===== src/rtl/pool1_window_streamer.sv =====
`default_nettype none
// ============================================================================
// Module      : pool1_window_streamer
// Description : Reads the pooled int8 feature map (channel-major) and streams
//               every KxK valid-padding window as bytes with valid/ready and
//               win/pos/frame framing flags, feeding the conv2 MAC array.
// Revision    : 1.0 - initial release
// ============================================================================
module pool1_window_streamer #(
    parameter int IMG_W = 13,
    parameter int IMG_H = 13,
    parameter int CH    = 32,
    parameter int K     = 3,
    parameter int DW    = 8,
    parameter int AW    = 32
) (
    input  logic          clk,
    input  logic          reset,
    input  logic          start,
    output logic          busy,
    output logic          done,
    output logic [AW-1:0] mem_addr,
    input  logic [DW-1:0] mem_data,
    output logic          out_valid,
    input  logic          out_ready,
    output logic [DW-1:0] out_data,
    output logic          out_win_last,
    output logic          out_pos_last,
    output logic          out_frame_last
);

    localparam int c_OUT_W = IMG_W - K + 1;
    localparam int c_OUT_H = IMG_H - K + 1;
    localparam int c_PLANE = IMG_W * IMG_H;
    localparam int c_KW    = $clog2(K + 1);
    localparam int c_CW    = $clog2(CH + 1);
    localparam int c_XW    = $clog2(c_OUT_W + 1);
    localparam int c_YW    = $clog2(c_OUT_H + 1);

    localparam logic [1:0] c_S_IDLE  = 2'd0;
    localparam logic [1:0] c_S_RUN   = 2'd1;
    localparam logic [1:0] c_S_DRAIN = 2'd2;
    localparam logic [1:0] c_S_DONE  = 2'd3;

    logic [1:0]      r_state;
    logic [1:0]      w_state_nxt;

    logic [c_KW-1:0] r_kx;
    logic [c_KW-1:0] r_ky;
    logic [c_CW-1:0] r_c;
    logic [c_XW-1:0] r_ox;
    logic [c_YW-1:0] r_oy;

    logic            w_kx_end;
    logic            w_ky_end;
    logic            w_c_end;
    logic            w_ox_end;
    logic            w_oy_end;
    logic [2:0]      w_flags;   // {frame_last, pos_last, win_last}
    logic [AW-1:0]   w_addr;

    logic [AW-1:0]   r_mem_addr;
    logic            r_pend;    // read issued last cycle, data arrives this cycle
    logic [2:0]      r_pend_flags;

    logic [DW-1:0]   r_fifo_data  [2];
    logic [2:0]      r_fifo_flags [2];
    logic            r_wr_ptr;
    logic            r_rd_ptr;
    logic [1:0]      r_count;

    logic            w_push;
    logic            w_pop;
    logic            w_issue;
    logic [2:0]      w_commit;

    // Terminal-count detection for the window/position counters
    assign w_kx_end = (r_kx == c_KW'(K - 1));
    assign w_ky_end = (r_ky == c_KW'(K - 1));
    assign w_c_end  = (r_c  == c_CW'(CH - 1));
    assign w_ox_end = (r_ox == c_XW'(c_OUT_W - 1));
    assign w_oy_end = (r_oy == c_YW'(c_OUT_H - 1));

    assign w_flags[0] = w_kx_end & w_ky_end;
    assign w_flags[1] = w_flags[0] & w_c_end;
    assign w_flags[2] = w_flags[1] & w_ox_end & w_oy_end;

    // Channel-major address of the current window tap
    assign w_addr = AW'(r_c) * AW'(c_PLANE)
                  + (AW'(r_oy) + AW'(r_ky)) * AW'(IMG_W)
                  + AW'(r_ox) + AW'(r_kx);

    // Issue only while the bytes already committed (queued + in flight,
    // minus the one leaving now) leave room in the 2-entry FIFO.
    assign w_pop    = out_valid & out_ready;
    assign w_push   = r_pend;
    assign w_commit = 3'(r_count) + 3'(r_pend) - 3'(w_pop);
    assign w_issue  = (r_state == c_S_RUN) && (w_commit < 3'd2);

    assign mem_addr       = r_mem_addr;
    assign out_valid      = (r_count != 2'd0);
    assign out_data       = r_fifo_data[r_rd_ptr];
    assign out_win_last   = r_fifo_flags[r_rd_ptr][0];
    assign out_pos_last   = r_fifo_flags[r_rd_ptr][1];
    assign out_frame_last = r_fifo_flags[r_rd_ptr][2];
    assign busy           = (r_state != c_S_IDLE);
    assign done           = (r_state == c_S_DONE);

    // State register
    always_ff @(posedge clk or posedge reset) begin
        if (reset) begin
            r_state <= c_S_IDLE;
        end else begin
            r_state <= w_state_nxt;
        end
    end

    // Next-state logic; DRAIN ends the cycle the final byte leaves the FIFO
    always_comb begin
        w_state_nxt = r_state;
        case (r_state)
            c_S_IDLE:  if (start) w_state_nxt = c_S_RUN;
            c_S_RUN:   if (w_issue && w_flags[2]) w_state_nxt = c_S_DRAIN;
            c_S_DRAIN: if (!r_pend && ((r_count == 2'd0) || ((r_count == 2'd1) && w_pop)))
                           w_state_nxt = c_S_DONE;
            c_S_DONE:  w_state_nxt = c_S_IDLE;
            default:   w_state_nxt = c_S_IDLE;
        endcase
    end

    // Window counters: kx fastest, then ky, c, ox, oy; cleared on a new frame
    always_ff @(posedge clk or posedge reset) begin
        if (reset) begin
            r_kx <= '0;
            r_ky <= '0;
            r_c  <= '0;
            r_ox <= '0;
            r_oy <= '0;
        end else if ((r_state == c_S_IDLE) && start) begin
            r_kx <= '0;
            r_ky <= '0;
            r_c  <= '0;
            r_ox <= '0;
            r_oy <= '0;
        end else if (w_issue) begin
            if (!w_kx_end) begin
                r_kx <= r_kx + 1'b1;
            end else begin
                r_kx <= '0;
                if (!w_ky_end) begin
                    r_ky <= r_ky + 1'b1;
                end else begin
                    r_ky <= '0;
                    if (!w_c_end) begin
                        r_c <= r_c + 1'b1;
                    end else begin
                        r_c <= '0;
                        if (!w_ox_end) begin
                            r_ox <= r_ox + 1'b1;
                        end else begin
                            r_ox <= '0;
                            r_oy <= w_oy_end ? '0 : r_oy + 1'b1;
                        end
                    end
                end
            end
        end
    end

    // Read issue: address and flags launched together, address held otherwise
    always_ff @(posedge clk or posedge reset) begin
        if (reset) begin
            r_mem_addr   <= '0;
            r_pend       <= 1'b0;
            r_pend_flags <= '0;
        end else begin
            r_pend <= w_issue;
            if (w_issue) begin
                r_mem_addr   <= w_addr;
                r_pend_flags <= w_flags;
            end
        end
    end

    // Output FIFO: captures returning read data with its flags, pops on handshake
    always_ff @(posedge clk or posedge reset) begin
        if (reset) begin
            r_fifo_data[0]  <= '0;
            r_fifo_data[1]  <= '0;
            r_fifo_flags[0] <= '0;
            r_fifo_flags[1] <= '0;
            r_wr_ptr        <= 1'b0;
            r_rd_ptr        <= 1'b0;
            r_count         <= '0;
        end else begin
            if (w_push) begin
                r_fifo_data[r_wr_ptr]  <= mem_data;
                r_fifo_flags[r_wr_ptr] <= r_pend_flags;
                r_wr_ptr               <= ~r_wr_ptr;
            end
            if (w_pop) begin
                r_rd_ptr <= ~r_rd_ptr;
            end
            r_count <= r_count + {1'b0, w_push} - {1'b0, w_pop};
        end
    end

endmodule
`default_nettype wire

===== config.mk =====
export PLATFORM = sky130hd
export DESIGN_NAME = pool1_window_streamer
export DESIGN_NICKNAME = d
export VERILOG_FILES = /design/src/rtl/pool1_window_streamer.sv
export SDC_FILE = /design/constraint.sdc
export NUM_CORES = 1
export LEC_CHECK = 0
export CAP_MARGIN = 20
export CORE_AREA = 2 2 80 158
export DETAILED_ROUTE_END_ITERATION = 16
export DIE_AREA = 0 0 82 160
export GPL_TIMING_DRIVEN = 0
export PLACE_DENSITY = 0.6
export SLEW_MARGIN = 20
export SYNTH_ARGS = -nofsm -noshare
export SYNTH_HDL_FRONTEND = slang
export SYNTH_SLANG_ARGS = --single-unit

===== constraint.sdc =====
create_clock -name clk -period 6.3 [get_ports clk]
set_clock_uncertainty 0.15 [all_clocks]
set_input_delay 1.26 -clock clk [delete_from_list [all_inputs] [get_ports clk]]
set_output_delay 1.26 -clock clk [all_outputs]
set_load 0.005 [all_outputs]

**After elaboration in Yosys (flattened, before gate mapping)**

Index checks and enable logic that the tools add are counted.

- Register bits after elaboration: 82
- Word-level logic and storage cells: 119
- Input bits: 12
- Output and inout port bits: 46

- Reductions and logical operators: 22
- $add $sub $neg: 13
- Multiplexer cells: 41
- Bitwise logic cells: 9
- Multipliers: 2
- Equal/unequal tests: 12
- $lt $le $gt $ge: 4

Operator list:

| operator | number |
|---|---|
| $mux W4 | 13 |
| $mux W8 | 4 |
| $mux W6 | 5 |
| $mux W2 | 10 |
| $add A16 B2 Y17 | 1 |
| $add A15 B4 Y16 | 1 |
| $bwmux W16 | 1 |
| $add A14 B9 Y15 | 1 |
| $mul A6 B8 Y14 const B | 1 |
| $reduce_bool A2 Y1 | 7 |
| $mux W3 | 4 |
| $mul A5 B4 Y9 const B | 1 |
| $add A4 B1 Y4 const B | 2 |
| $demux W8 S1 | 1 |
| $eq A2 B2 Y1 const B | 4 |
| $eq A4 B4 Y1 const B | 2 |
| $pmux W2 S4 | 1 |
| $add A6 B1 Y6 const B | 1 |
| $bwmux W6 | 1 |
| $eq A6 B5 Y1 const B | 1 |
| $logic_and A1 B1 Y1 | 6 |
| $reduce_and A3 Y1 | 2 |
| $add A4 B2 Y5 | 1 |
| $and A1 B1 Y1 | 5 |
| other kinds (20) | 27 |

**Longest topological paths before layout**

Gate-level depths: netlist of the first run.

- Depth in word-level cells: 8
- Gate-level depth with buffers: 19

**Least setup slack after synthesis of the first run**

No wires, ideal clock.

- Path kind: register to register
- From: register r_oy[0]
- To: register r_mem_addr[12] (netlist: mem_addr[12])
- Path buffers: 0
- Period minus slack after synthesis: 4.916 ns
- Data arrival time: 4.697 ns
- Cell stages (with the launch flop): 19
- Setup slack: 1.384 ns
- Cell sequence: dfrtp_1 ha_1 fa_1 xor2_1 ha_1 inv_1 fa_1 fa_1 inv_1 ha_1 inv_1 fa_1 inv_1 ha_1 nand2b_1 a21oi_1 a31oi_1 or4_1 nand3_1

- Longest elaborated chain between the ends: 5

RTL lines:

| item | RTL line | source |
|---|---|---|
| start, declared | 52 | `logic [c_YW-1:0] r_oy;` |
| start signal, assigned | 162 | `r_oy <= w_oy_end ? '0 : r_oy + 1'b1;` |
| $add A4 B2 Y5 | 90 | `+ (AW'(r_oy) + AW'(r_ky)) * AW'(IMG_W)` |
| $mul A5 B4 Y9 | 90 |  |
| $add A14 B9 Y15 | 90 |  |
| $add A15 B4 Y16 | 91 | `+ AW'(r_ox) + AW'(r_kx);` |
| $add A16 B2 Y17 | 91 |  |
| end signal, assigned | 179 | `r_mem_addr <= w_addr;` |
| end, declared | 62 | `logic [AW-1:0] r_mem_addr;` |

No other way between the ends.
A chain may end at the register's enable or synchronous reset.

**Worst setup path in the final report of the first run**

Same ends and word-level chain as after synthesis.

==> results.txt, run 1 <==
The flow ran to the end, and the final reports show no timing, DRC or antenna violations. The number of inserted diodes is 0, and the overall die height is 160 um. The run gives 0 as the post-cts gate resize count.

The maximum root-to-sink buffer count was 2. The tools report the initial cell density of the core as 0.387. The area of the core came out at 0.0120 mm2. The first detailed-routing pass took 4 iterations. The tools report the number of buffers inserted to repair setup after CTS as 0. The pin count of the biggest net entering global routing was 51; the arrival time at the worst endpoint was 5.35 ns. Top-area cell type share of the netlist area: 0.351. The tools report the critical path capture point type as a flop.

The post-detailed-route via-to-cell ratio came out at 4.78. The part of the Yosys area used for sequential elements was 0.351; the reg-to-reg setup timing slack was 1.06 ns. The tools report the count of final setup violators as 0. The average footprint of a synthesized cell is 10.3 um2, and the synthesis-to-layout area growth is 21.6%. Along the worst path, the maximum fanout reaches 7. The cell at the root of the clock tree is clkbuf_16. In this run the tool buffered the top-level ports with 40 buffer cells.

Synthesis inferred 65 register bits. The endpoint identified for the worst register-to-register timing path is mem_addr[12]$_DFFE_PP0P_. The tools report the maximum vdd ir drop as 0.181 mV. Number of placement rows: 57. dfrtp_1 takes more of the synthesized area than any other cell. The commonest cells after synthesis are dfrtp_1 (65), inv_1 (60), ha_1 (59).

The share of layout cells above drive strength 1 came out at 0.141. The run gives 0 as the number of failing hold endpoints at the final stage. At the later pin of the worst-skew pair, clock insertion delay measures 0.33 ns.

The number of vias in the routed layout was 3207. For the initial antenna violation count, the log shows 0. For this run the aggregate overflow at the end of global routing stands at 0. The routability congestion estimate was 0.819. The worst-case reg-to-reg path depth is 18, and the number of synthesis warnings is 0. The clock drives 65 sinks. The tools report the headroom to the max-slew limit as 0.589.

The max-slew violation total from the final report was 0; the final wirelength was 8.68 mm. Synthesis produced 451 cells. Counting I/O delays and the setup requirement, the final critical path takes 5.24 ns.

The logs give 39 for the number of distinct standard cells referenced by the synthesized netlist and 612 for the number of nets in the final layout. Clock-pin slew was measured on the worst setup and hold paths at 0.06 ns. The tools report the startpoint type of the worst setup path as a flop. The fraction of registers with async set/reset works out to 1.00. The detail route stage leaves a number of antenna-violating nets equal to 0. Measured along the x axis, the die boundary spans 82 um. The overall fraction of global-route tracks in use was 0.146; the number of synthesized flops with an enable pin was 0. The first routing iteration left 120 violations.

The worst hold path endpoint was mem_addr[1]$_DFFE_PP0P_. The logs give 58 for the I/O pin count and 0 ns for the accumulated negative setup slack. The worst hold path depth is 2. For the worst setup path, the data required time is 6.41 ns. The cell area after synthesis was 0.00464 mm2; the average wire per cell in the routed design was 12.9 um. The number of global-route vias before repair is 3235, and the deepest level of the CTS H-tree is 3. Setup repair after global routing left no endpoint under its margin. Derived from the worst setup path, the maximum achievable clock frequency is 0.191 GHz.

Power per standard cell area: 352 mW/mm2. The detailed-placement wirelength estimate came out at 6.71 mm. The tools report the wire length of the first global-routing pass as 14.9 mm.

The worst setup path is of the flop to flop kind. For this design the static power due to leakage is 2.93 nW. The transition time at the pin with the least slew margin is 0.616 ns. Sorting the synthesized cells by area gives the leading types as dfrtp_1 (35%), ha_1 (16%), fa_1 (9.5%), mux2_2 (8.3%), inv_1 (4.9%).

The finished layout holds 671 standard cells, fillers aside. TritonCTS built the clock tree. The ratio of final minimum period to clock period is 0.831.

The path class of the lowest-slack min-delay path is flop to flop. Cell with the most instances after synthesis: dfrtp_1. The cell count after placement was 655; the number of buffers created by CTS was 9. For the number of buffers inserted by hold repair at cts, the log shows 0.

The startpoint identified for the worst register-to-register timing path is r_oy[0]$_DFFE_PP0P_. In the synthesized netlist the dominant register cell turns out to be dfrtp_1. The overall die area came out at 0.0131 mm2. In this run the most critical hold path is launched from mem_addr[1]$_DFFE_PP0P_. The tool flagged a number of max-cap violations equal to 0. In the routed design, unresolved DRC markers number 0.
==> flip-flops by register name, summed over array words and instances (netlist names) <==
name,count
r_fifo_data,16
mem_addr,15
r_c,6
r_fifo_flags,6
r_ox,4
r_oy,4
r_pend_flags,3
r_count,2
r_kx,2
r_ky,2
r_state,2
r_pend,1
r_rd_ptr,1
r_wr_ptr,1
==> cells in the final DEF, fill, tap and decap left out, types with 4 or more instances in the layout <==
cell type        count
a21o_1               4
a21oi_1             19
and3_1               4
buf_4               17
clkbuf_1             8
clkbuf_16            9
clkdlybuf4s50_1     40
conb_1              17
dfrtp_1             65
fa_1                22
ha_1                59
inv_1               59
mux2_2              34
mux2i_1              6
nand2_1             43
nand2b_1             5
nand3_1              6
nand4_1              7
nor2_1              19
nor2b_1              4
o21ai_0             17
or3_1                5
xor2_1              15
==> report_power, final <==
part | switching, W | internal (W)
clock | 0.000189 | 0.000358
sequential | 0.0000785 | 0.000534
combinational | 0.000421 | 0.000405
total | 0.000689 | 0.00130
==> cell families (layout without fill, tap and decap cells) <==
group | Yosys count | count (layout) | synth area share
AND/OR/NAND/NOR | 104 | 104 | 0.109
other | 1 | 17 | 0.000809
buffers and inverters | 89 | 146 | 0.0864
flip-flops | 65 | 65 | 0.351
XOR/XNOR | 17 | 17 | 0.0321
multiplexers | 41 | 41 | 0.0988
adder cells (fa/ha/maj) | 81 | 81 | 0.254
AO/OA/AOI/OAI | 53 | 53 | 0.0677
==> worst max path at each step <==
stage                        startpoint                  endpoint  cells past startpoint
finish              r_oy[0]$_DFFE_PP0P_  mem_addr[12]$_DFFE_PP0P_                     18
global route        r_oy[0]$_DFFE_PP0P_  mem_addr[12]$_DFFE_PP0P_                     18
CTS                 r_oy[0]$_DFFE_PP0P_  mem_addr[12]$_DFFE_PP0P_                     18
detailed placement  r_oy[0]$_DFFE_PP0P_  mem_addr[12]$_DFFE_PP0P_                     18
global placement    r_oy[0]$_DFFE_PP0P_  mem_addr[12]$_DFFE_PP0P_                     18
floorplan           r_oy[0]$_DFFE_PP0P_  mem_addr[12]$_DFFE_PP0P_                     18
==> critical path: stages, from the launching register on <==
cell and delay [ns]:
dfrtp_1 0.46, ha_1 0.24, fa_1 0.43, and3_1 0.25
ha_1 0.28, inv_1 0.04, fa_1 0.45, fa_1 0.51
inv_1 0.04, ha_1 0.26, inv_1 0.05, fa_1 0.52
inv_1 0.04, ha_1 0.34, nand2b_1 0.09, a21oi_1 0.21
a31oi_1 0.20, or4_1 0.51, nand3_1 0.09
==> cell type report <==
cell class                      instances  area, um2
Multi-Input combinational cell        313       2670
Inverter                               60        228
Fill cell                            1167       6340
Timing Repair Buffer                   41        428
Sequential cell                        65       1630
Tap cell                              147        184
Buffer                                 29        175
Clock buffer                           10        239
Clock inverter                          6       90.1
==> through the flow <==
stage	setup slack (ns)	power (W)	cell area (um2)	util	hold WS [ns]
after global placement	1.09	0.00144	5280	0.441	0.309
after CTS	1.05	0.00202	5640	0.471	0.330
after global routing	0.799	0.00215	5640	0.471	0.353
after floorplan	1.38	0.00115	4700	-	0.303
final	1.06	0.00199	5640	0.471	0.321
after detailed placement	1.08	0.00146	5310	0.443	0.316
==> per-layer routing <==
layer / share of wire / track usage / vias up
li1: - / - / 1605
met1: 0.45 / 0.188 / 1548
met2: 0.50 / 0.235 / 43
met3: 0.029 / 0.0282 / 11
met4: 0.019 / 0.0568 / 0
met5: 0 / 0 / -
No activity file was read; power rests on OpenSTA's default activity.
==> run 2, diff against run 1 <==
clock period = 4.9 ns   (was 6.3 ns; I/O delays follow)
==> results.txt, run 2 (synthesized netlist as in run 1, its figures left out) <==
The instance area at placement was 0.00531 mm2; the CTS clock-pin slew for the worst setup and hold paths was 0.06 ns. The worst register-to-register path begins at r_ky[0]$_DFFE_PP0P_. Path class of the lowest-slack min-delay path: flop to flop. The maximum fanout count along the critical path works out to 5. Number of global-route vias before repair: 3183. The routed design has 8.90 mm of wire. Maximum clock frequency: 0.208 GHz. Cell at the root of the clock tree: clkbuf_16. In the final routed layout, each cell accounts on average for 13.1 um. The final cell area excluding filler cells was 0.00583 mm2; the number of standard cells in the final layout excluding fillers was 681. The count of unresolved DRC violations after routing was 0.

The number of max-cap violations was 0; the post-detailed-route via-to-cell ratio was 4.77. The final period demand of the worst path was 4.81 ns. 0 antenna diodes ended up in the layout. The flow ran to the end, and the final reports show no timing, DRC or antenna violations. Reg-to-reg setup timing slack: 0.09 ns.

The chip width is 82 um. The logs give 6.65 mm for the detailed-placement wirelength estimate and 0 for the count of final setup violators. For this block, the via count after detailed routing is 3250. Measured along the y axis, the die boundary spans 160 um.

DRC marker count from the first detailed-route iteration: 119. The path with the worst hold slack has its endpoint at mem_addr[4]$_DFFE_PP0P_. TritonCTS built the clock tree.

58 I/O pins were placed. The synthesis-to-layout area growth is 25.7%. STA puts the critical path data required time at 4.95 ns. The logs give 0 for the initial antenna violation count and 57 for the number of placement rows. In the layout the commonest cells are dfrtp_1 (62), inv_1 (54), ha_1 (51). The startpoint type of the worst setup path was a flop. The worst hold path depth was 2; the first-pass iteration count of the detailed router was 4. The maximum root-to-sink buffer count is 2, and the global-route congestion overflow total is 0. Number of flip-flops in the largest register: 16. The ratio of final minimum period to clock period is 0.981. The logs give 0 for the max-slew violation total from the final report and 52 for the pin count of the biggest net entering global routing. The number of buffers inserted by hold repair at cts was 0. The power per standard cell area is 435 mW/mm2, and the post-route antenna net violation count is 0.

The overall die area was 0.0131 mm2. Type of the setup path with the least slack: flop to flop. The port buffer count is 40, and the number of buffers created by CTS is 9. The total area inside the core boundary comes to 0.0120 mm2. STA puts the critical path data arrival time at 4.86 ns.

Setup repair after global routing could not meet its margin everywhere. Clock tree synthesis found a total of 65 sinks. The number of nets in the final layout is 622.

For the worst flop-to-flop path, the logic depth is 18. The startpoint of the tightest hold check path was mem_addr[4]$_DFFE_PP0P_. For the worst-skew pair, the clock arrives at the later sink with an insertion delay of 0.33 ns. The tools report the overall fraction of global-route tracks in use as 0.146.

Leaving out fill and tap cells, the most frequent cell in the layout is dfrtp_1. The wire length of the first global-routing pass is 14.9 mm, and the cell count after placement is 655. The worst-case IR drop observed on VDD is 0.284 mV. The worst setup path is captured at a flop. The leakage power was 2.93 nW; the transition time at the pin with the least slew margin was 0.645 ns. At the end of routability-driven placement, the weighted congestion stood at 0.789. The initial cell density of the core is 0.387.

Share of layout cells above drive strength 1: 0.206. The tools report the deepest level of the CTS H-tree as 3. Number of failing hold endpoints at the final stage: 0.

Capturing point of the worst reg2reg path: mem_addr[13]$_DFFE_PP0P_. Register ranked first by flip-flop count: r_fifo_data. The headroom to the max-slew limit came out at 0.570.
==> run 2: cell count changes in the layout (fill, tap and decap cells not counted), sizes merged <==
cell and change:
bufinv -2, buf +10, clkinv +2, clkbuf -1, clkinvlp +1
==> run 2: final cells by class <==
class	instances	area, um2
Fill cell	1150	6160
Timing Repair Buffer	51	507
Inverter	60	228
Clock buffer	9	225
Clock inverter	7	55.1
Buffer	29	175
Multi-Input combinational cell	313	2820
Sequential cell	65	1630
Tap cell	147	184
==> run 2: worst max-delay path by stage <==
stage	from	to	cells past startpoint
3_3_place_gp	r_oy[0]$_DFFE_PP0P_	mem_addr[12]$_DFFE_PP0P_	18
5_1_grt	r_ky[0]$_DFFE_PP0P_	mem_addr[13]$_DFFE_PP0P_	18
4_1_cts	r_oy[1]$_DFFE_PP0P_	mem_addr[12]$_DFFE_PP0P_	16
6_report	r_ky[0]$_DFFE_PP0P_	mem_addr[13]$_DFFE_PP0P_	18
3_5_place_dp	r_oy[0]$_DFFE_PP0P_	mem_addr[12]$_DFFE_PP0P_	18
2_1_floorplan	r_oy[0]$_DFFE_PP0P_	mem_addr[12]$_DFFE_PP0P_	18
==> run 2: where the power goes <==
part | total, W | internal (W) | switching (W)
clock | 0.000597 | 0.000345 | 0.000252
combinational | 0.00115 | 0.000570 | 0.000577
sequential | 0.000789 | 0.000688 | 0.000102
total | 0.00253 | 0.00160 | 0.000931
==> run 2: metal layers <==
| layer | track usage | up-vias | part of all wire |
|---|---|---|---|
| met1 | 0.188 | 1574 | 0.44 |
| met3 | 0.0345 | 13 | 0.029 |
| met2 | 0.239 | 39 | 0.51 |
| li1 | - | 1624 | - |
| met4 | 0.0432 | 0 | 0.018 |
| met5 | 0 | - | 0 |
==> run 2: timing repair <==
| item | 4_1_cts | 5_1_grt |
|---|---|---|
| pin swaps | 11 | 22 |
| setup endpoints to repair | 6 | 8 |
| gates resized for setup | 13 | 19 |
| setup buffers | 1 | 9 |
==> run 2: stage by stage <==
stage | util | setup slack (ns) | total power, W | hold slack [ns] | setup TNS (ns)
2_1_floorplan | - | 0.0441 | 0.00148 | 0.303 | 0
3_3_place_gp | 0.441 | -0.251 | 0.00185 | 0.308 | -0.718
3_5_place_dp | 0.443 | -0.286 | 0.00188 | 0.318 | -0.904
4_1_cts | 0.474 | 0.00741 | 0.00253 | 0.332 | 0
5_1_grt | 0.486 | -0.136 | 0.00276 | 0.343 | -0.439
6_report | 0.486 | 0.0913 | 0.00253 | 0.325 | 0
==> run 2: worst max-delay path: stages (launching register included) <==
cell and delay (ns):
dfrtp_1 0.41, ha_2 0.21, fa_2 0.38, xor2_2 0.17, ha_1 0.30, inv_2 0.04, fa_1 0.49, fa_1 0.53
inv_2 0.05, ha_4 0.26, inv_2 0.03, fa_1 0.48, inv_2 0.05, ha_4 0.26, o211ai_1 0.23, o211ai_1 0.18
a31oi_1 0.23, xor2_1 0.16, o21ai_1 0.07
==> run 3, diff against run 2 <==
TNS_END_PERCENT = 10   (was not set)
==> results.txt, run 3 (synthesized netlist as in run 1, its figures left out) <==
The flow ran to the end, and the final reports show no timing, DRC or antenna violations. Clock-pin slew was measured on the worst setup and hold paths at 0.06 ns. The pin count of the biggest net entering global routing is 52.

The logs give 0.387 for the initial cell density of the core and 300 um for the met3 wirelength from detailed routing. The post-route antenna net violation count was 0. For the number of max-cap violations, the log shows 0. The overall die area is 0.0131 mm2, and the overall die height is 160 um.

The type of the setup path with the least slack was flop to flop. The number of clock buffers added by TritonCTS is 9. The max-slew violation total from the final report was 0; the count of final setup violators was 0. The ratio of final minimum period to clock period is 0.980. During I/O placement, the number of pins put on the boundary was 58.

The worst-case reg-to-reg path depth works out to 18. The first TritonRoute pass finished after 4 iterations. The register with the most flip-flops in the layout has 16 of them. After detailed routing, the number of remaining DRC violations is 0. The cell that appears most often on the critical path is inv_2.

The count of buffers added on input and output ports is 40. The floorplan step set the die width to 82 um. Counting flops per register, the top entry is r_fifo_data.

The final total power is 0.00252 W, and the transition time at the pin with the least slew margin is 0.653 ns. For this block, the initial DRC count from the detailed router was 159. The largest single stage delay on the critical path is 0.53 ns.

The worst slack on hold paths was 0.325 ns. Signal routing reaches up to met4. The number of nets in the final layout was 622. The worst hold path depth is 2. Setup repair after global routing could not meet its margin everywhere.

The internal portion of the total power is 0.00160 W. The tree is rooted in a clkbuf_16. The first global-routing pass estimated 14.9 mm of wire.

Leaving out fill and tap cells, the most frequent cell in the layout is dfrtp_1. The share of layout cells above drive strength 1 was 0.200. In this run the worst hold path is classified as flop to flop. The initial antenna violation count was 0; the routability congestion estimate was 0.789. For the worst-skew pair, the clock arrives at the later sink with an insertion delay of 0.33 ns. After detailed routing, the wire length on met1 is 3.94 mm. The switching power as a share of total power was 0.366; the post-detailed-route via-to-cell ratio was 4.76.

The tools report the maximum clock frequency as 0.208 GHz. The tools report the proportion of power drawn by the clock network as 0.237. Summing all flip-flop and latch instances after layout gives 0.00163 mm2. In this run the power spent charging and discharging nets is 0.000924 W. Traced cell by cell, the critical path runs through ha_2, fa_2, xor2_2, ha_1, inv_2, fa_1, fa_1, inv_2, ha_4, inv_2, fa_1, inv_2, ha_4, o211ai_1, o211ai_1, a31oi_1, xor2_1, o21ai_1. The logs give 0.146 for the overall fraction of global-route tracks in use and 4.95 ns for the required time at the worst-slack endpoint.

After global routing the overflow that remains totals 0. The longest clock path from root to sink contains 2 buffers. The multi-input combinational cells in the finished layout cover a total of 0.00279 mm2. The tools report the number of standard cells in the final layout excluding fillers as 681.

In the layout the commonest cells are dfrtp_1 (62), inv_1 (54), ha_1 (52). Critical path capture point type: a flop. The number of vias in the routed layout was 3239; the final period demand of the worst path was 4.80 ns. The number of global-route vias before repair was 3182; the deepest level of the CTS H-tree was 3. The part of the power in combinational logic is 0.450, and the average wire per cell in the routed design is 13.0 um.

The synthesis-to-layout area growth came out at 25.0%. For the worst setup path, the data arrival time is 4.86 ns. For the routed wire length on met2, the log shows 4.48 mm. TritonCTS built the clock tree. Along the worst path, the maximum fanout reaches 5. The number of hold buffers added after CTS was 0. Headroom to the max-slew limit: 0.564. After filler insertion, the fill cell instance count of the layout stands at 1147.

The logs give 0.313 for the sequential share of power and 655 for the cell count after placement. The HPWL after detailed placement is 6.65 mm. The repair_antennas step left the layout with diodes totalling 0. The number of placement rows came out at 57. The largest individual stage delay along the critical path comes from the cell fa_1. The final wirelength was 8.87 mm. STA classifies the critical path startpoint as a flop. The power per standard cell area is 436 mW/mm2.

Number of failing hold endpoints at the final stage: 0. For this design, the sink count on the clock tree is 65. The leakage power came out at 2.93 nW. The logs give 0.0120 mm2 for the area of the core and 0.284 mV for the maximum vdd ir drop.
## run 3: through the flow
stage          setup WS, ns  TNS [ns]   util  area, um2
4_1_cts            -0.00705  -0.00705  0.474       5680
5_1_grt              -0.132    -0.388  0.484       5790
3_3_place_gp         -0.251    -0.718  0.441       5280
6_report             0.0970         0  0.484       5790
3_5_place_dp         -0.286    -0.904  0.443       5310
2_1_floorplan        0.0441         0      -       4700
## run 3: area by class of cell
class / count / share of cell area
plain buffers: 29 / 0.0302
clock buffers: 9 / 0.0389
clock inverters: 7 / 0.00950
inverters: 60 / 0.0393
multi-input cells: 313 / 0.482
flip-flops and latches: 65 / 0.281
well taps: 147 / 0.0317
repair buffers: 51 / 0.0868
## run 3: worst paths after layout
| kind | slack [ns] | startpoint | to |
|---|---|---|---|
| min in group asynchronous | 0.78 | reset | mem_addr[4]$_DFFE_PP0P_ |
| hold / removal | 0.32 | mem_addr[4]$_DFFE_PP0P_ | mem_addr[4]$_DFFE_PP0P_ |
| hold reg to reg | 0.32 | mem_addr[4]$_DFFE_PP0P_ | mem_addr[4]$_DFFE_PP0P_ |
| setup reg to reg | 0.1 | r_ky[0]$_DFFE_PP0P_ | mem_addr[13]$_DFFE_PP0P_ |
| setup / recovery | 0.1 | r_ky[0]$_DFFE_PP0P_ | mem_addr[13]$_DFFE_PP0P_ |
| max in group asynchronous | 3.30 | reset | r_oy[1]$_DFFE_PP0P_ |
## run 3: critical path, delay by kind of cell (launching register included)
kind,cells,cell delay [ns]
compound gates,4,0.71
xor+xnor,2,0.33
fa+ha+maj,8,2.91
buf+inv,4,0.17
flops,1,0.41
## run 3: repair_timing
action,4_1_cts,5_1_grt
buffers inserted,1,9
setup endpoints to repair,6,8
gates resized for setup,13,15
pin swaps,10,21
## run 3: power groups by stage
stage | Combinational, W | Sequential, W | Clock (W)
2_1_floorplan | 0.000707 | 0.000772 | 0
3_3_place_gp | 0.00106 | 0.000792 | 0
3_5_place_dp | 0.00108 | 0.000801 | 0
4_1_cts | 0.00112 | 0.000793 | 0.000616
5_1_grt | 0.00130 | 0.000813 | 0.000637
6_report | 0.00114 | 0.000790 | 0.000598
## run 3: per-layer routing
metal	GRT usage	vias to the layer above
met1	0.188	1560
met4	0.0432	0
li1	-	1622
met5	0	-
met3	0.0345	11
met2	0.239	46
